[config.mk]
export PLATFORM = sky130hd
export DESIGN_NAME = dcache_wbuf_flat
export DESIGN_NICKNAME = d
export VERILOG_FILES = /design/src/rtl/dcache_wbuf_if.sv /design/src/rtl/dcache_wbuf.sv /design/src/flat_wrapper.sv
export SDC_FILE = /design/constraint.sdc
export NUM_CORES = 1
export LEC_CHECK = 0
export BUFFER_PORTS_ARGS = -buffer_cell sky130_fd_sc_hd__buf_2
export CAP_MARGIN = 0
export CORE_ASPECT_RATIO = 1.4
export CORE_MARGIN = 5
export CORE_UTILIZATION = 45
export CTS_CLUSTER_DIAMETER = 40
export DETAILED_ROUTE_END_ITERATION = 12
export GPL_TIMING_DRIVEN = 0
export PLACE_DENSITY = 0.7
export SYNTH_ARGS = -nofsm -noshare
export SYNTH_HDL_FRONTEND = slang
export SYNTH_SLANG_ARGS = --single-unit
[constraint.sdc]
create_clock -name clk -period 13.2 [get_ports clk]
set_input_delay 2.64 -clock clk [delete_from_list [all_inputs] [get_ports clk]]
set_output_delay 2.64 -clock clk [all_outputs]
set_load 0.005 [all_outputs]
[src/rtl/dcache_wbuf_if.sv]
// Signal bundle for the D-cache write-back buffer: eviction input, refill probe, status, AXI aw/w/b.
// The master view is the buffer itself (it is the AXI write master); slave is the cache/bridge side.
interface dcache_wbuf_if #(
    parameter int LINE_WORDS = 8
);
    logic                     wb_valid;
    logic                     wb_ready;
    logic [31:0]              wb_addr;
    logic [LINE_WORDS*32-1:0] wb_data;

    logic [31:0] q_addr;
    logic        q_hit;
    logic [31:0] q_data;
    logic        empty;

    logic [3:0]  awid;
    logic [31:0] awaddr;
    logic [3:0]  awlen;
    logic [2:0]  awsize;
    logic [1:0]  awburst;
    logic [1:0]  awlock;
    logic [3:0]  awcache;
    logic [2:0]  awprot;
    logic        awvalid;
    logic        awready;

    logic [3:0]  wid;
    logic [31:0] wdata;
    logic [3:0]  wstrb;
    logic        wlast;
    logic        wvalid;
    logic        wready;

    logic [3:0]  bid;
    logic [1:0]  bresp;
    logic        bvalid;
    logic        bready;

    modport master (
        input  wb_valid, wb_addr, wb_data, q_addr, awready, wready, bid, bresp, bvalid,
        output wb_ready, q_hit, q_data, empty,
               awid, awaddr, awlen, awsize, awburst, awlock, awcache, awprot, awvalid,
               wid, wdata, wstrb, wlast, wvalid, bready
    );

    modport slave (
        output wb_valid, wb_addr, wb_data, q_addr, awready, wready, bid, bresp, bvalid,
        input  wb_ready, q_hit, q_data, empty,
               awid, awaddr, awlen, awsize, awburst, awlock, awcache, awprot, awvalid,
               wid, wdata, wstrb, wlast, wvalid, bready
    );
endinterface

[src/rtl/dcache_wbuf.sv]
// D-cache write-back buffer: FIFO of dirty lines, each drained as one AXI INCR burst, with address probe.
// Optional DCACHE_WBUF_FWD_EN: forward the probed word from the youngest matching entry on q_data.
module dcache_wbuf #(
    parameter int         LINE_WORDS = 8,
    parameter int         DEPTH      = 2,
    parameter logic [3:0] AXI_ID     = 4'd1
) (
    input logic           clk,
    input logic           reset,
    dcache_wbuf_if.master bus
);
    localparam int OFF    = $clog2(LINE_WORDS) + 2;
    localparam int BEAT_W = $clog2(LINE_WORDS);
    localparam int PTR_W  = (DEPTH > 1) ? $clog2(DEPTH) : 1;
    localparam int CNT_W  = $clog2(DEPTH) + 1;

    localparam logic [CNT_W-1:0]  FULL_CNT  = CNT_W'(DEPTH);
    localparam logic [BEAT_W-1:0] LAST_BEAT = BEAT_W'(LINE_WORDS - 1);
    localparam logic [31:0]       LINE_MASK = ~((32'd1 << OFF) - 32'd1);

    typedef enum logic [1:0] {S_IDLE, S_AW, S_W, S_B} state_e;

    state_e              state_q, state_d;
    logic [PTR_W-1:0]    head_q, head_d, tail_q, tail_d;
    logic [CNT_W-1:0]    count_q, count_d;
    logic [BEAT_W-1:0]   beat_q, beat_d;

    logic [DEPTH-1:0][31:0]                 addr_q, addr_d;
    logic [DEPTH-1:0][LINE_WORDS-1:0][31:0] data_q, data_d;

    logic push, pop;
    logic awvalid, wvalid, bready;
    logic q_hit;
    logic [31:0] q_data;

    function automatic logic [PTR_W-1:0] ptr_inc(input logic [PTR_W-1:0] p);
        return (p == PTR_W'(DEPTH - 1)) ? '0 : p + 1'b1;
    endfunction

    // k-th oldest resident slot, k = 0 is the head
    function automatic logic [PTR_W-1:0] age_idx(input logic [PTR_W-1:0] h, input int k);
        return PTR_W'((int'(h) + k) % DEPTH);
    endfunction

    assign push = bus.wb_valid & bus.wb_ready;

    always_comb begin
        state_d = state_q;
        beat_d  = beat_q;
        pop     = 1'b0;
        awvalid = 1'b0;
        wvalid  = 1'b0;
        bready  = 1'b0;
        case (state_q)
            S_IDLE: if (count_q != '0) state_d = S_AW;
            S_AW: begin
                awvalid = 1'b1;
                if (bus.awready) begin
                    state_d = S_W;
                    beat_d  = '0;
                end
            end
            S_W: begin
                wvalid = 1'b1;
                if (bus.wready) begin
                    beat_d = beat_q + 1'b1;
                    if (beat_q == LAST_BEAT) state_d = S_B;
                end
            end
            S_B: begin
                bready = 1'b1;
                // Response code is ignored: the line leaves the buffer on any B.
                if (bus.bvalid) begin
                    pop     = 1'b1;
                    state_d = S_IDLE;
                end
            end
            default: state_d = S_IDLE;
        endcase
    end

    always_comb begin
        head_d  = pop  ? ptr_inc(head_q) : head_q;
        tail_d  = push ? ptr_inc(tail_q) : tail_q;
        count_d = count_q + CNT_W'(push) - CNT_W'(pop);
        addr_d  = addr_q;
        data_d  = data_q;
        if (push) begin
            addr_d[tail_q] = bus.wb_addr & LINE_MASK;
            data_d[tail_q] = bus.wb_data;
        end
    end

    // Oldest-to-youngest scan so the youngest match overrides the forwarded word.
    always_comb begin
        q_hit  = 1'b0;
        q_data = '0;
        for (int k = 0; k < DEPTH; k++) begin
            if (k < int'(count_q) &&
                addr_q[age_idx(head_q, k)] == (bus.q_addr & LINE_MASK)) begin
                q_hit = 1'b1;
`ifdef DCACHE_WBUF_FWD_EN
                q_data = data_q[age_idx(head_q, k)][bus.q_addr[OFF-1:2]];
`endif
            end
        end
    end

    always_ff @(posedge clk or posedge reset) begin
        if (reset) begin
            state_q <= S_IDLE;
            head_q  <= '0;
            tail_q  <= '0;
            count_q <= '0;
            beat_q  <= '0;
        end else begin
            state_q <= state_d;
            head_q  <= head_d;
            tail_q  <= tail_d;
            count_q <= count_d;
            beat_q  <= beat_d;
        end
    end

    always_ff @(posedge clk) begin
        addr_q <= addr_d;
        data_q <= data_d;
    end

    assign bus.wb_ready = (count_q != FULL_CNT);
    assign bus.empty    = (count_q == '0) && (state_q == S_IDLE);
    assign bus.q_hit    = q_hit;
    assign bus.q_data   = q_data;

    assign bus.awid    = AXI_ID;
    assign bus.awaddr  = addr_q[head_q];
    assign bus.awlen   = 4'(LINE_WORDS - 1);
    assign bus.awsize  = 3'b010;
    assign bus.awburst = 2'b01;
    assign bus.awlock  = 2'b00;
    assign bus.awcache = 4'b0000;
    assign bus.awprot  = 3'b000;
    assign bus.awvalid = awvalid;

    assign bus.wid    = AXI_ID;
    assign bus.wdata  = data_q[head_q][beat_q];
    assign bus.wstrb  = 4'hF;
    assign bus.wlast  = (state_q == S_W) && (beat_q == LAST_BEAT);
    assign bus.wvalid = wvalid;
    assign bus.bready = bready;

    logic unused_ok;
    assign unused_ok = ^{bus.bid, bus.bresp, bus.wb_addr[OFF-1:0], bus.q_addr[OFF-1:0]};
endmodule

[src/flat_wrapper.sv]
// flat-port wrapper written by rule: the top's interface ports become plain ports
module dcache_wbuf_flat 
#(
    parameter int         LINE_WORDS = 8,
    parameter int         DEPTH      = 2,
    parameter logic [3:0] AXI_ID     = 4'd1
)
  (clk, reset, bus_wb_valid, bus_wb_addr, bus_wb_data, bus_q_addr, bus_awready, bus_wready, bus_bid, bus_bresp, bus_bvalid, bus_wb_ready, bus_q_hit, bus_q_data, bus_empty, bus_awid, bus_awaddr, bus_awlen, bus_awsize, bus_awburst, bus_awlock, bus_awcache, bus_awprot, bus_awvalid, bus_wid, bus_wdata, bus_wstrb, bus_wlast, bus_wvalid, bus_bready);
  dcache_wbuf_if #(.LINE_WORDS(LINE_WORDS)) bus_i ();
  input logic clk;
  input logic reset;
  input wire logic [$bits(bus_i.wb_valid)-1:0] bus_wb_valid;
  input wire logic [$bits(bus_i.wb_addr)-1:0] bus_wb_addr;
  input wire logic [$bits(bus_i.wb_data)-1:0] bus_wb_data;
  input wire logic [$bits(bus_i.q_addr)-1:0] bus_q_addr;
  input wire logic [$bits(bus_i.awready)-1:0] bus_awready;
  input wire logic [$bits(bus_i.wready)-1:0] bus_wready;
  input wire logic [$bits(bus_i.bid)-1:0] bus_bid;
  input wire logic [$bits(bus_i.bresp)-1:0] bus_bresp;
  input wire logic [$bits(bus_i.bvalid)-1:0] bus_bvalid;
  output wire logic [$bits(bus_i.wb_ready)-1:0] bus_wb_ready;
  output wire logic [$bits(bus_i.q_hit)-1:0] bus_q_hit;
  output wire logic [$bits(bus_i.q_data)-1:0] bus_q_data;
  output wire logic [$bits(bus_i.empty)-1:0] bus_empty;
  output wire logic [$bits(bus_i.awid)-1:0] bus_awid;
  output wire logic [$bits(bus_i.awaddr)-1:0] bus_awaddr;
  output wire logic [$bits(bus_i.awlen)-1:0] bus_awlen;
  output wire logic [$bits(bus_i.awsize)-1:0] bus_awsize;
  output wire logic [$bits(bus_i.awburst)-1:0] bus_awburst;
  output wire logic [$bits(bus_i.awlock)-1:0] bus_awlock;
  output wire logic [$bits(bus_i.awcache)-1:0] bus_awcache;
  output wire logic [$bits(bus_i.awprot)-1:0] bus_awprot;
  output wire logic [$bits(bus_i.awvalid)-1:0] bus_awvalid;
  output wire logic [$bits(bus_i.wid)-1:0] bus_wid;
  output wire logic [$bits(bus_i.wdata)-1:0] bus_wdata;
  output wire logic [$bits(bus_i.wstrb)-1:0] bus_wstrb;
  output wire logic [$bits(bus_i.wlast)-1:0] bus_wlast;
  output wire logic [$bits(bus_i.wvalid)-1:0] bus_wvalid;
  output wire logic [$bits(bus_i.bready)-1:0] bus_bready;
  assign bus_i.wb_valid = bus_wb_valid;
  assign bus_i.wb_addr = bus_wb_addr;
  assign bus_i.wb_data = bus_wb_data;
  assign bus_i.q_addr = bus_q_addr;
  assign bus_i.awready = bus_awready;
  assign bus_i.wready = bus_wready;
  assign bus_i.bid = bus_bid;
  assign bus_i.bresp = bus_bresp;
  assign bus_i.bvalid = bus_bvalid;
  assign bus_wb_ready = bus_i.wb_ready;
  assign bus_q_hit = bus_i.q_hit;
  assign bus_q_data = bus_i.q_data;
  assign bus_empty = bus_i.empty;
  assign bus_awid = bus_i.awid;
  assign bus_awaddr = bus_i.awaddr;
  assign bus_awlen = bus_i.awlen;
  assign bus_awsize = bus_i.awsize;
  assign bus_awburst = bus_i.awburst;
  assign bus_awlock = bus_i.awlock;
  assign bus_awcache = bus_i.awcache;
  assign bus_awprot = bus_i.awprot;
  assign bus_awvalid = bus_i.awvalid;
  assign bus_wid = bus_i.wid;
  assign bus_wdata = bus_i.wdata;
  assign bus_wstrb = bus_i.wstrb;
  assign bus_wlast = bus_i.wlast;
  assign bus_wvalid = bus_i.wvalid;
  assign bus_bready = bus_i.bready;
  dcache_wbuf #(.LINE_WORDS(LINE_WORDS), .DEPTH(DEPTH), .AXI_ID(AXI_ID)) u_core (.clk(clk), .reset(reset), .bus(bus_i));
endmodule
==> run summary <==
crit end category: primary output
Root Buffer Master: clkbuf_16
CTS resizes: 0
stages on the worst setup path: 6
Hold Vio Cnt, Final: 0
Worst-Margin Slew: 1.26 ns
Post-CTS Setup Bufs: 0
PD cells: 218 nW/µm²
largest net degree at the start of global routing: 67
initial antenna violation count: 11
IO Pins: 465
CTS Buf Count: 58
max incr delay on CP: 0.55 ns
Hold Path Class: register to register
worst rel slew slack: 0.162
CP cell instances: buf_2, xor2_1, nor4_1, nand3_1, o22ai_1, buf_2
Area Growth Syn to Fin: 22.7%
drt initial violations: 754
most common cell after layout, fill and taps aside: edfxtp_1
final hold slack: 0.561 ns
Tot GR Track Use: 0.196
Residual DRC: 0
CTS tree: yes
Crit Path Class: input port to primary output
CP top delay family: simple AND/OR/NAND/NOR gates
DP HPWL: 40.2 mm
Die W: 202 µm
drt pass-1 iters: 5
Worst-Skew Late Latency: 0.60 ns
status: completed
RSZ-0062 raised after global routing: false
final WL: 55.8 mm
fin crit share: 0.506
clock buffer depth: 3
top layer in use: met5
RePlAce Congestion: 0.782
Pleak: 10.3 nW
I/O Buffers: 381
WP data required: 10.56 ns
Netlist Area Pre-Place: 23200 µm²
worst endpoint data arrival time: 4.03 ns
wire length per cell: 24.9 µm
hold_buf cts: 0
slowest CP cell: nor4_1
Reg-to-Reg Start: u_core.count_q[1]
number of global-route vias before repair: 13052
die height: 278 µm
max cap viols: 0
worst reg2reg path depth: 4
H-tree levels: 2
CP startpoint: bus_q_addr[23]
CP startpoint kind: input port
Reg clk slew, reported paths: 0.06 ns
Max Slew Vio Count: 0
# nets final: 1876
FF+latch count, synth: 575
core area: 51000 µm²
Routed met2 length: 30.6 mm
final setup fails: 0
Filler cells: 3940
Worst Setup EP: bus_q_hit
layout cells sized above 1: 0.483
std cell rows: 98
first-pass GRT wire length: 82.2 mm
reg-to-reg slack, setup: 10.68 ns
WL met1: 20.0 mm
via count: 11743
Crit Reg-Reg Endpoint: u_core.data_q[431]
fmax: 150 MHz
total power: 0.00618 W
Starting Density: 0.454
Seq/Total Area, Yosys: 0.744
Post-Synthesis Cells: 1016
CP bufs+invs: 2
Worst IR Drop VDD: 0.136 mV
Detail Route met3 WL: 3.67 mm
synth unique cells: 31
CTS sink cnt: 575
min Tclk post-route: 6.67 ns
die area: 56200 µm²
most frequent cells in the layout: 566 x edfxtp_1, 382 x buf_2, 160 x mux4_2
ANT nets after route: 0
Setup Skew: 0.0167 ns
Most common cell on crit path: buf_2
Yosys warnings: 0
CP Max Fanout: 2
remaining global-route overflow: 0
average size of a mapped cell: 22.8 µm²
post-DR vias/cell: 5.23
==> Yosys cell counts <==
cell type | number | share of area
nand4_1 | 5 | 0.0014
buf_12 | 3 | 0.0026
clkbuf_1 | 17 | 0.0028
buf_8 | 1 | 0.00065
o21ai_0 | 2 | 0.00043
or4_1 | 1 | 0.00032
nand3_1 | 2 | 0.00043
xor2_1 | 43 | 0.016
inv_1 | 10 | 0.0016
nand2_1 | 5 | 0.00081
o22ai_1 | 1 | 0.00027
edfxtp_1 | 566 | 0.73
mux2_2 | 18 | 0.0088
and2_1 | 3 | 0.00081
a221oi_1 | 1 | 0.00038
nor4_1 | 10 | 0.0027
and3_1 | 1 | 0.00027
a22oi_1 | 1 | 0.00032
conb_1 | 2 | 0.00032
buf_4 | 75 | 0.024
buf_6 | 9 | 0.0044
nor2_1 | 3 | 0.00049
ha_1 | 8 | 0.0043
mux2_4 | 10 | 0.0065
xnor2_1 | 15 | 0.0057
mux2i_1 | 28 | 0.012
mux4_2 | 160 | 0.16
buf_1 | 4 | 0.00065
buf_2 | 1 | 0.00022
a32o_1 | 2 | 0.00086
dfrtp_1 | 9 | 0.0097
==> worst min path at each step <==
stage	start	to	slack, ns	cells past startpoint
after global placement	u_core.tail_q	u_core.tail_q	0.49	1
after floorplan	u_core.tail_q	u_core.tail_q	0.48	1
after detailed placement	u_core.tail_q	u_core.tail_q	0.55	1
final	u_core.tail_q	u_core.tail_q	0.56	1
after CTS	u_core.tail_q	u_core.tail_q	0.56	1
after global routing	u_core.count_q[1]	u_core.count_q[1]	0.59	1
==> final cells by class <==
class | count | area [µm²] | share of cell area
diodes | 10 | 25.0 | 0.000881
multi-input cells | 386 | 5330 | 0.188
clock buffers | 69 | 1510 | 0.0533
repair buffers | 395 | 2230 | 0.0786
flip-flops and latches | 575 | 17200 | 0.606
plain buffers | 110 | 823 | 0.0290
clock inverters | 39 | 414 | 0.0146
inverters | 10 | 37.5 | 0.00132
well taps | 650 | 813 | 0.0286
==> kinds of logic (layout without fill, tap and decap cells) <==
group / after synthesis / count (layout) / share of synthesized area
flops: 575 / 575 / 0.744
mux: 216 / 216 / 0.183
other cells: 2 / 77 / 0.000324
xor+xnor: 58 / 58 / 0.0219
fa+ha+maj: 8 / 8 / 0.00432
compound gates: 7 / 7 / 0.00227
buf+inv: 120 / 623 / 0.0372
simple gates: 30 / 30 / 0.00719
==> worst reg2reg max path, delay by kind of cell (launching register included) <==
kind                   cells  cell delay (ns)
flip-flops                 1             0.44
AND/OR/NAND/NOR            2             0.95
buffers and inverters      2             0.74
==> metal layers <==
metal | global-route usage | up-vias
met2 | 0.358 | 477
met4 | 0.0702 | 4
met1 | 0.229 | 5999
met5 | 0 | -
met3 | 0.0427 | 87
li1 | - | 5176
==> registers in the layout, summed over array words and instances, names as in the netlist <==
register	count
u_core.addr_q	54
u_core.beat_q	3
u_core.count_q	2
u_core.data_q	512
u_core.head_q	1
u_core.state_q	2
u_core.tail_q	1
==> where the power goes <==
group	internal, W	switching (W)	total [W]
combinational	0.000942	0.00100	0.00195
clock	0.000949	0.000695	0.00164
sequential	0.00249	0.000102	0.00259
==> stage by stage <==
| step | TNS, ns | util | area, µm² | instances | setup WS (ns) |
|---|---|---|---|---|---|
| 2_1_floorplan | 0 | - | 23400 | 1081 | 2.62 |
| 3_3_place_gp | -392.07 | 0.512 | 26100 | 2112 | -1.37 |
| 4_1_cts | 0 | 0.556 | 28400 | 2234 | 6.59 |
| 3_5_place_dp | 0 | 0.519 | 26500 | 2126 | 6.61 |
| 6_report | 0 | 0.557 | 28400 | 2244 | 6.53 |
| 5_1_grt | 0 | 0.557 | 28400 | 2243 | 6.54 |
Power figures use the tool's default switching activity.
